$ cat src/rtl/seg_display_pkg.sv
// rtl/seg_display_pkg.sv - shared seg display definitions: stopwatch states and timing defaults
package seg_display_pkg;

  typedef enum logic [1:0] {
    ST_IDLE  = 2'b00,
    ST_RUN   = 2'b01,
    ST_PAUSE = 2'b10,
    ST_LAP   = 2'b11
  } sw_state_t;

  localparam int         CNT_MAX_DEF  = 2_400_000;
  localparam int         MAX_VAL_DEF  = 999_999;
  localparam int         DATA_W       = 20;
  localparam logic [5:0] POINT_TENTHS = 6'b000010;

endpackage

$ cat src/rtl/tick_gen.sv
// rtl/tick_gen.sv - prescaler producing a one-cycle tick every CNT_MAX enabled cycles
module tick_gen
  import seg_display_pkg::*;
#(
  parameter int CNT_MAX = CNT_MAX_DEF
) (
  input  logic sys_clk,
  input  logic sys_rst_n,
  input  logic enable,
  input  logic clear,
  output logic tick
);

  localparam int PW = ($clog2(CNT_MAX) > 0) ? $clog2(CNT_MAX) : 1;
  localparam logic [PW-1:0] LAST = PW'(CNT_MAX - 1);

  logic [PW-1:0] pre;

  assign tick = enable && !clear && (pre == LAST);

  // Holding when disabled keeps the partial period across a pause.
  always_ff @(posedge sys_clk or negedge sys_rst_n) begin
    if (!sys_rst_n) begin
      pre <= '0;
    end else if (clear) begin
      pre <= '0;
    end else if (enable) begin
      if (pre == LAST) pre <= '0;
      else             pre <= pre + 1'b1;
    end
  end

endmodule

$ cat src/rtl/stopwatch_ctrl.sv
// rtl/stopwatch_ctrl.sv - stopwatch FSM with lap freeze, wrapping 0.1 s count and display outputs
module stopwatch_ctrl
  import seg_display_pkg::*;
#(
  parameter int CNT_MAX = CNT_MAX_DEF,
  parameter int MAX_VAL = MAX_VAL_DEF
) (
  input  logic              sys_clk,
  input  logic              sys_rst_n,
  input  logic              key_start,
  input  logic              key_clear,
  input  logic              key_lap,
  output logic [DATA_W-1:0] data,
  output logic [5:0]        point,
  output logic              en,
  output logic              sign,
  output logic [1:0]        state,
  output logic              overflow
);

  sw_state_t         cur;
  logic [DATA_W-1:0] count;
  logic [DATA_W-1:0] lap_reg;
  logic              tick;
  logic              do_clear;
  logic              pre_en;
  logic              pre_clr;

  assign state    = cur;
  assign do_clear = (cur == ST_PAUSE) && key_clear;
  assign pre_en   = (cur == ST_RUN) || (cur == ST_LAP);
  assign pre_clr  = (cur == ST_IDLE) || do_clear;

  tick_gen #(.CNT_MAX(CNT_MAX)) u_tick_gen (
    .sys_clk   (sys_clk),
    .sys_rst_n (sys_rst_n),
    .enable    (pre_en),
    .clear     (pre_clr),
    .tick      (tick)
  );

  // Keys invalid in the current state never reach a branch, so priority only
  // needs ordering among the valid ones: clear > start > lap.
  always_ff @(posedge sys_clk or negedge sys_rst_n) begin
    if (!sys_rst_n) begin
      cur     <= ST_IDLE;
      lap_reg <= '0;
    end else begin
      case (cur)
        ST_IDLE: begin
          if (key_start) cur <= ST_RUN;
        end
        ST_RUN: begin
          if (key_start) begin
            cur <= ST_PAUSE;
          end else if (key_lap) begin
            cur     <= ST_LAP;
            lap_reg <= count;
          end
        end
        ST_LAP: begin
          if (key_start)    cur <= ST_PAUSE;
          else if (key_lap) cur <= ST_RUN;
        end
        ST_PAUSE: begin
          if (key_clear)      cur <= ST_IDLE;
          else if (key_start) cur <= ST_RUN;
        end
        default: cur <= ST_IDLE;
      endcase
    end
  end

  always_ff @(posedge sys_clk or negedge sys_rst_n) begin
    if (!sys_rst_n) begin
      count    <= '0;
      overflow <= 1'b0;
    end else if (do_clear) begin
      count    <= '0;
      overflow <= 1'b0;
    end else if (tick) begin
      if (count == DATA_W'(MAX_VAL)) begin
        count    <= '0;
        overflow <= 1'b1;
      end else begin
        count <= count + 1'b1;
      end
    end
  end

  always_ff @(posedge sys_clk or negedge sys_rst_n) begin
    if (!sys_rst_n) begin
      data  <= '0;
      point <= '0;
      en    <= 1'b0;
      sign  <= 1'b0;
    end else begin
      data  <= (cur == ST_LAP) ? lap_reg : count;
      point <= POINT_TENTHS;
      en    <= 1'b1;
      sign  <= 1'b0;
    end
  end

endmodule

$ cat config.mk
export PLATFORM = sky130hd
export DESIGN_NAME = stopwatch_ctrl
export DESIGN_NICKNAME = d
export VERILOG_FILES = /design/src/rtl/seg_display_pkg.sv /design/src/rtl/tick_gen.sv /design/src/rtl/stopwatch_ctrl.sv
export SDC_FILE = /design/constraint.sdc
export NUM_CORES = 1
export LEC_CHECK = 0
export CAP_MARGIN = 5
export CORE_AREA = 2 2 112 114
export DETAILED_ROUTE_END_ITERATION = 10
export DIE_AREA = 0 0 114 116
export MAX_ROUTING_LAYER = met4
export PLACE_DENSITY_LB_ADDON = 0.2
export SYNTH_ARGS = -nofsm -noshare
export SYNTH_HDL_FRONTEND = slang
export SYNTH_SLANG_ARGS = --single-unit
$ cat constraint.sdc
create_clock -name sys_clk -period 2.7 [get_ports sys_clk]
set_input_delay 0.54 -clock sys_clk [delete_from_list [all_inputs] [get_ports sys_clk]]
set_output_delay 0.54 -clock sys_clk [all_outputs]
set_load 0.005 [all_outputs]
Word-level counts from Yosys, hierarchy flattened. Index checks and enable logic that the tools add are counted.

Register bits: 86. Latch bits: 0. Memory bits (writable): 0. Memory bits (read-only): 0. Output and inout bits: 31. Logic and storage cells: 47. Memories: 0.

Add/sub/neg operators: 2. $mul: 0. Div/mod/pow operators: 0. $lt $le $gt $ge: 0. Eq/ne operators: 7. Shift operators: 0. Muxes and demuxes: 17. Bitwise gates (word level): 1. Reductions and logical operators: 13.

Operators with widths (number): $mux W20 (4); $mux W22 (3); $add A22 B1 Y22 const B (1); $eq A22 B22 Y1 const B (1); $add A20 B1 Y20 const B (1); $eq A20 B20 Y1 const B (1); $mux W2 (6); $pmux W2 S4 (1); $ne A3 B3 Y1 const B (2); $reduce_bool A2 Y1 (3); $eq A2 B2 Y1 const B (2); $reduce_and A2 Y1 (2); $logic_and A1 B1 Y1 (3); $mux W1 (3); $reduce_and A3 Y1 (1); $eq A2 B1 Y1 const B (1); $logic_not A2 Y1 (1); $logic_or A1 B1 Y1 (2); $logic_not A1 Y1 (1); $not A1 Y1 (1).

Logic depth before layout (Yosys ltp). Gate-level depths: netlist (run 1).

Word-level depth: 8. Gate-level depth with buffers: 8.

By module. Synthesis (run 1) repeated with hierarchy kept, for this count alone.

Cells, all modules: 384. Area total of the unflattened synthesis: 4247.8 um2.

By module, submodules not included: stopwatch_ctrl (instances 1, cells an instance 230, area an instance 2869.0 um2); tick_gen (instances 1, cells an instance 154, area an instance 1378.8 um2).

Least setup slack after synthesis (run 1). No wires, ideal clock.

Path kind: reg2reg. From: register u_tick_gen.pre[19]. To: register count[16]. Library setup time: 0.078 ns. Arrival: 1.984 ns. Slack: 0.638 ns. Stages on the path, launching flop included: 7. Path buffers: 1. Cells stage by stage: dfrtp_1 nor4_2 or3b_1 buf_2 o21a_4 or4_1 a21oi_1.

Longest elaborated chain between the ends: 3.

RTL lines: start: declaration (RTL line tick_gen.sv:17) `logic [PW-1:0] pre;`; start signal: assignment (RTL line tick_gen.sv:29) `else pre <= pre + 1'b1;`; $eq A22 B22 Y1 (RTL line tick_gen.sv:19) `assign tick = enable && !clear && (pre == LAST);`; $logic_and A1 B1 Y1 (RTL line tick_gen.sv:19); $reduce_bool A2 Y1 (no source line); end signal: assignment (RTL line stopwatch_ctrl.sv:86) `count <= count + 1'b1;`; end: declaration (RTL line stopwatch_ctrl.sv:22) `logic [DATA_W-1:0] count;`.

Every way passes these cells. A chain may end at the register's enable or synchronous reset.

Final worst setup path (run 1).
From: register cur[0], in the netlist state[0]. To: register count[19].

Longest elaborated chain between the ends: 7. Elaborated cells between the ends (all ways): 12. Those cells by class: eq/ne (3); mux (1); reduce/logical (8).

RTL lines: start: declaration (RTL line stopwatch_ctrl.sv:21) `sw_state_t cur;`; start signal: assignment (RTL line stopwatch_ctrl.sv:46) `cur <= ST_IDLE;`; start signal: assignment (RTL line stopwatch_ctrl.sv:51) `if (key_start) cur <= ST_RUN;`; start signal: assignment (RTL line stopwatch_ctrl.sv:55) `cur <= ST_PAUSE;`; $eq A2 B2 Y1 (RTL line stopwatch_ctrl.sv:30) `assign do_clear = (cur == ST_PAUSE) && key_clear;`; $logic_and A1 B1 Y1 (RTL line stopwatch_ctrl.sv:30); $logic_or A1 B1 Y1 (RTL line stopwatch_ctrl.sv:32) `assign pre_clr = (cur == ST_IDLE) || do_clear;`; $logic_not A1 Y1 (RTL line tick_gen.sv:19); $logic_and A1 B1 Y1 (2 in a row) (RTL line tick_gen.sv:19); $reduce_bool A2 Y1 (no source line).

Parallel ways exist; a longest one is shown, timed or not.

==> reports/qor.csv, run 1 <==
metric,value,unit
clock slew at reported path FFs,0.06,ns
Reg-to-Reg Start,state[0],
most frequent cells in the layout,"dfrtp_1 (86), mux2_2 (40), nand2_1 (39)",
Hold WS,0.0992,ns
setup bufs post-CTS,0,
number of remaining DRC errors,0,
clock latency on the worst-skew pair,0.33,ns
VDD IR-drop max,0.394,mV
fin crit share,84.4,%
initial core utilization,34.4,%
final global-route overflow total,0,
largest net degree at the start of global routing,39,
die width,114,µm
vias per cell,5.35,
Hold Path Class,in2async,
DRT Pass-1 Iters,4,
"most common cell after layout, fill and taps aside",dfrtp_1,
DIE HEIGHT,116,µm
R2R cell count,5,
M2 GR Usage,23.8,%
Period minus WS final,2.28,ns
post-synthesis sequential element count,86,
cell count after synthesis,380,
H-tree Lvls,3,
status,"finished, final reports clean",
Static Leak,1.98,nW
routed len/inst,14.7,µm
Synth cell types,54,
First DRT Iteration DRCs,122,
WP data required,2.96,ns
Pwr Density,915,mW/mm²
Vias,2984,
placed cell count,542,
CP max stage cell,dfrtp_1,
max reg flops,22,
final wirelength,8220,µm
Clock Tree Buf Depth,2,
crit start category,flip-flop,
CTS Sinks,86,
CTS root buf,clkbuf_16,
Yosys top cell area share,52.5,%
Top Usage Layer GRT,met2,
met1 GRT Util,17.3,%
cts repair resizes,0,
Slew Limit Fails,0,
TritonCTS buffer count,9,
skew final,0.00535,ns
row cnt,40,
CTS Hold Bufs,0,
CTS tree,yes,
sequential area share after synthesis,52.5,%
# port buffers,29,
Fmax,0.439,GHz
Mapped Area,0.00410,mm²
Antenna diodes,0,
Rel. slew slack,47.9,%
Total Routing Usage GR,14.3,%
largest area contributor in the netlist,dfrtp_1,
Final Core Density,40.3,%
critical path class,reg2reg,
Layout Cells excl Fill,558,
vias in the first global route,3002,
Worst Setup End Kind,flip-flop,
met3 Resource Use GR,3.45,%
num ports,36,
Mapped Avg Cell Area,10.8,µm²
Final GP Congestion,0.830,
# setup viols final,0,
final setup TNS,0,ns
slowest cell delay on critical path,0.56,ns
r2r setup slk,0.42,ns
Top reg by flops,u_tick_gen.pre,
Post-synth EDFFs,0,
Async SR Flop Fraction,100,%
initial antenna violation count,0,
top_reg_cell synth,dfrtp_1,
Max Fanout on Critical Path,15,
share of layout cells above drive strength 1,18.0,%
Core Box Area,0.0119,mm²
DIE AREA,0.0132,mm²
max cap viols,0,
ANT nets after route,0,
r2r endpoint,count[19],
Least-Margin Pin Slew,0.782,ns
HPWL Detailed,5670,µm
first-pass GRT wire length,14600,µm
synthesis warning total,0,
Layout Area Growth over Synthesis,17.3,%
Critical Path AT,2.54,ns
final hold violation count,0,
final net count,413,
RSZ-0062 raised after global routing,false,
dominant cells by area after synthesis,"dfrtp_1 (53%), mux2_2 (11%), nand2_1 (3.6%)",
CP Cell Sequence,inv_2 -> or3b_1 -> o21a_4 -> or4_1 -> a21oi_1,
## synth_stat cells, drive strengths merged (2+ instances only)
cell and n:
nand3 24, dfrtp 86, buf 11, nand4 8, and4 2, and3 9, conb 2, inv 5
nor4bb 2, a41oi 7, o311ai 2, or3 4, o21ai 16, a22o 4, xnor2 3, a31oi 18
clkbuf 17, mux2i 2, ha 2, a21oi 19, nor2 10, nand2b 4, mux2 40, or4 7
nor4 2, nor3 6, o31ai 3, o211ai 3, a21o 2, o21a 4, nor3b 3, nand2 39
## worst max-delay path by stage
stage	start	endpoint	slack [ns]
2_1_floorplan	u_tick_gen.pre[19]	count[16]	0.64
3_3_place_gp	key_clear	count[19]	0.47
3_5_place_dp	key_clear	count[17]	0.40
4_1_cts	state[0]	count[19]	0.41
5_1_grt	u_tick_gen.pre[0]	u_tick_gen.pre[5]	0.20
6_report	state[0]	count[19]	0.42
## metal layers
metal | share of wire [%] | routed length (µm)
met5 | 0 | 0
met3 | 3.9 | 319
met4 | 1.3 | 104
met2 | 50 | 4080
met1 | 45 | 3710
## cell type report
| cell class | count | area, µm² |
|---|---|---|
| clock inverter | 5 | 36.3 |
| timing repair buffer | 38 | 368 |
| fill | 1144 | 7110 |
| inverter | 5 | 18.8 |
| sequential | 86 | 2150 |
| clock buffer | 11 | 233 |
| multi-input combinational | 266 | 1810 |
| tap | 147 | 184 |
## through the flow
step | worst slack, ns | cell area [µm²] | power (W)
floorplan | 0.638 | 4120 | 0.00280
global placement | 0.469 | 4540 | 0.00327
detailed placement | 0.402 | 4540 | 0.00332
CTS | 0.414 | 4800 | 0.00446
global route | 0.200 | 4800 | 0.00471
finish | 0.422 | 4800 | 0.00440
## report_power, final
group | internal, W | total (W) | leakage (nW) | switching, W
logic | 0.000685 | 0.00122 | 0.807 | 0.000538
registers | 0.00168 | 0.00206 | 1.04 | 0.000376
clock network | 0.000625 | 0.00112 | 0.133 | 0.000491
total | 0.00299 | 0.00440 | 1.98 | 0.00141
## critical path: cells and delay by family, from the launching register on
kind	cells	cell delay, ns
buffers and inverters	1	0.17
DFF	1	0.56
and+or+nand+nor	2	1.03
AOI/OAI and AO/OA	2	0.45
## kinds of logic (layout without fill, tap and decap cells)
family / after synthesis / count (layout) / synth area share, %
muxes: 42 / 42 / 11.5
AOI/OAI and AO/OA: 84 / 84 / 13.6
xor gates and xnor gates: 4 / 4 / 0.855
other: 2 / 7 / 0.183
buffers and inverters: 33 / 59 / 3.79
DFF: 86 / 86 / 52.5
adders and majority gates: 2 / 2 / 0.611
and+or+nand+nor: 127 / 127 / 16.9
Note: power is estimated with default switching activity, not from simulation.
==> run 2, diff against run 1 <==
clock period = 1.85 ns   (was 2.7 ns; I/O delays follow)
==> run 2 against run 1 <==
  * The flow now finishes with violations (setup timing)
  * Clock skew is 0.0049 ns higher
  * Core utilization is 8.0 points higher
  * Clock power is 73% higher
  * Critical endpoint is now count[17]
  * Worst hold slack better by 0.40 ns
==> reports/qor.csv, run 2 (synthesized netlist as in run 1, its figures left out) <==
metric,value,unit
final wirelength,9540,µm
max reg flops,22,
clock latency on the worst-skew pair,0.34,ns
final global-route overflow total,0,
Pwr Density,1300,mW/mm²
# port buffers,29,
Met1 Wirelength,4240,µm
# setup viols final,19,
final setup TNS,-1.68,ns
initial core utilization,34.4,%
Hold Path Class,in2async,
clock slew at reported path FFs,0.07,ns
wire length on met3,315,µm
row cnt,40,
WP data required,2.13,ns
Worst Setup End Kind,flip-flop,
fin worst setup slack,-0.209,ns
status,finished with violations,
TritonCTS buffer count,9,
Slew Limit Fails,0,
Total Power,0.00748,W
Final GP Congestion,0.855,
Clock Tree Buf Depth,2,
share of layout cells above drive strength 1,37.4,%
Fmax,0.486,GHz
CTS tree,yes,
crit start category,flip-flop,
Layout fillers,1097,
Max Fanout on Critical Path,7,
most frequent cells in the layout,"dfrtp_1 (85), buf_4 (79), mux2_2 (40)",
die width,114,µm
Top reg by flops,u_tick_gen.pre,
skew final,0.0102,ns
WL met2,4880,µm
number of remaining DRC errors,0,
vias per cell,5.31,
highest metal used,met4,
First DRT Iteration DRCs,116,
Layout Area Growth over Synthesis,40.4,%
Core Box Area,0.0119,mm²
CTS Sinks,86,
DRT Pass-1 Iters,4,
"most common cell after layout, fill and taps aside",dfrtp_1,
final hold violation count,0,
first-pass GRT wire length,15700,µm
Vias,3393,
final net count,495,
largest net degree at the start of global routing,42,
Total Routing Usage GR,15.5,%
num ports,36,
Static Leak,2.46,nW
fin crit share,111,%
routed len/inst,14.9,µm
Critical Path AT,2.33,ns
H-tree Lvls,3,
HPWL Detailed,6450,µm
VDD IR-drop max,0.623,mV
RSZ-0062 raised after global routing,true,
initial antenna violation count,0,
ANT nets after route,0,
vias in the first global route,3247,
Period minus WS final,2.06,ns
critical path class,reg2reg,
max cap viols,0,
Antenna diodes,0,
setup slack after placement,-0.200,ns
DIE AREA,0.0132,mm²
failing checks,setup timing,
DIE HEIGHT,116,µm
CTS root buf,clkbuf_16,
-- run 2: changes by cell type in the layout (fill, tap and decap cells not counted), moves of 3 or more --
cell,before,now
a41oi_2,0,5
a21oi_2,0,4
or4_4,0,3
buf_6,0,8
a21oi_1,19,15
nor3_1,5,2
a41oi_1,7,2
o21ai_0,14,11
or4_1,7,4
buf_4,9,79
-- run 2: cell type report --
| class | count | area [µm²] | share of cell area, % |
|---|---|---|---|
| well taps | 147 | 184 | 3.20 |
| clock inverters | 5 | 82.6 | 1.44 |
| multi-input cells | 267 | 2040 | 35.5 |
| flip-flops and latches | 86 | 2150 | 37.4 |
| repair buffers | 119 | 1030 | 18.0 |
| inverters | 5 | 18.8 | 0.326 |
| clock buffers | 10 | 239 | 4.15 |
-- run 2: power breakdown --
group          switching [W]  internal [W]  total (W)
clock               0.000722       0.00122    0.00194
sequential          0.000333       0.00245    0.00279
combinational        0.00124       0.00151    0.00275
-- run 2: repair_timing --
action / 4_1_cts / 5_1_grt
endpoints found under the setup margin: 25 / 34
gates cloned: 1 / 1
pin swaps: 6 / 22
buffers inserted: 3 / 7
hold buffers: 1 / 0
endpoints found under the hold margin: 25 / 0
gates resized for setup: 15 / 36
-- run 2: path summary, 6_finish.rpt --
| check | startpoint | to | slack, ns | cells past startpoint |
|---|---|---|---|---|
| worst max-delay path | u_tick_gen.pre[19] | count[17] | -0.21 | 5 |
| worst min-delay path | sys_rst_n | data[0] | 0.49 | 2 |
| worst max register to register | u_tick_gen.pre[19] | count[17] | -0.21 | 5 |
| worst min register to register | lap_reg[19] | data[19] | 0.50 | 1 |
| max in group asynchronous | sys_rst_n | count[11] | 0.81 | 3 |
| min in group sys_clk | lap_reg[19] | data[19] | 0.50 | 1 |
-- run 2: routing by layer --
metal / up-vias / GRT usage [%]
li1: 1620 / -
met1: 1700 / 18.8
met2: 65 / 25.8
met3: 8 / 4.29
met4: 0 / 3.90
met5: - / -
-- run 2: critical path: stages (launching register included) --
cell	delay, ns
dfrtp_1	0.41
nor4_2	0.31
or3b_4	0.47
o21a_4	0.25
or4_4	0.42
a21oi_2	0.13
-- run 2: per-stage QoR --
stage	area (µm²)	instances	hold WS [ns]	util, %
6_report	5750	639	0.494	48.3
5_1_grt	5750	639	0.524	48.3
4_1_cts	5520	632	0.506	46.3
3_5_place_dp	5110	612	0.322	42.9
3_3_place_gp	5110	612	0.327	42.9
2_1_floorplan	4150	385	0.0744	-
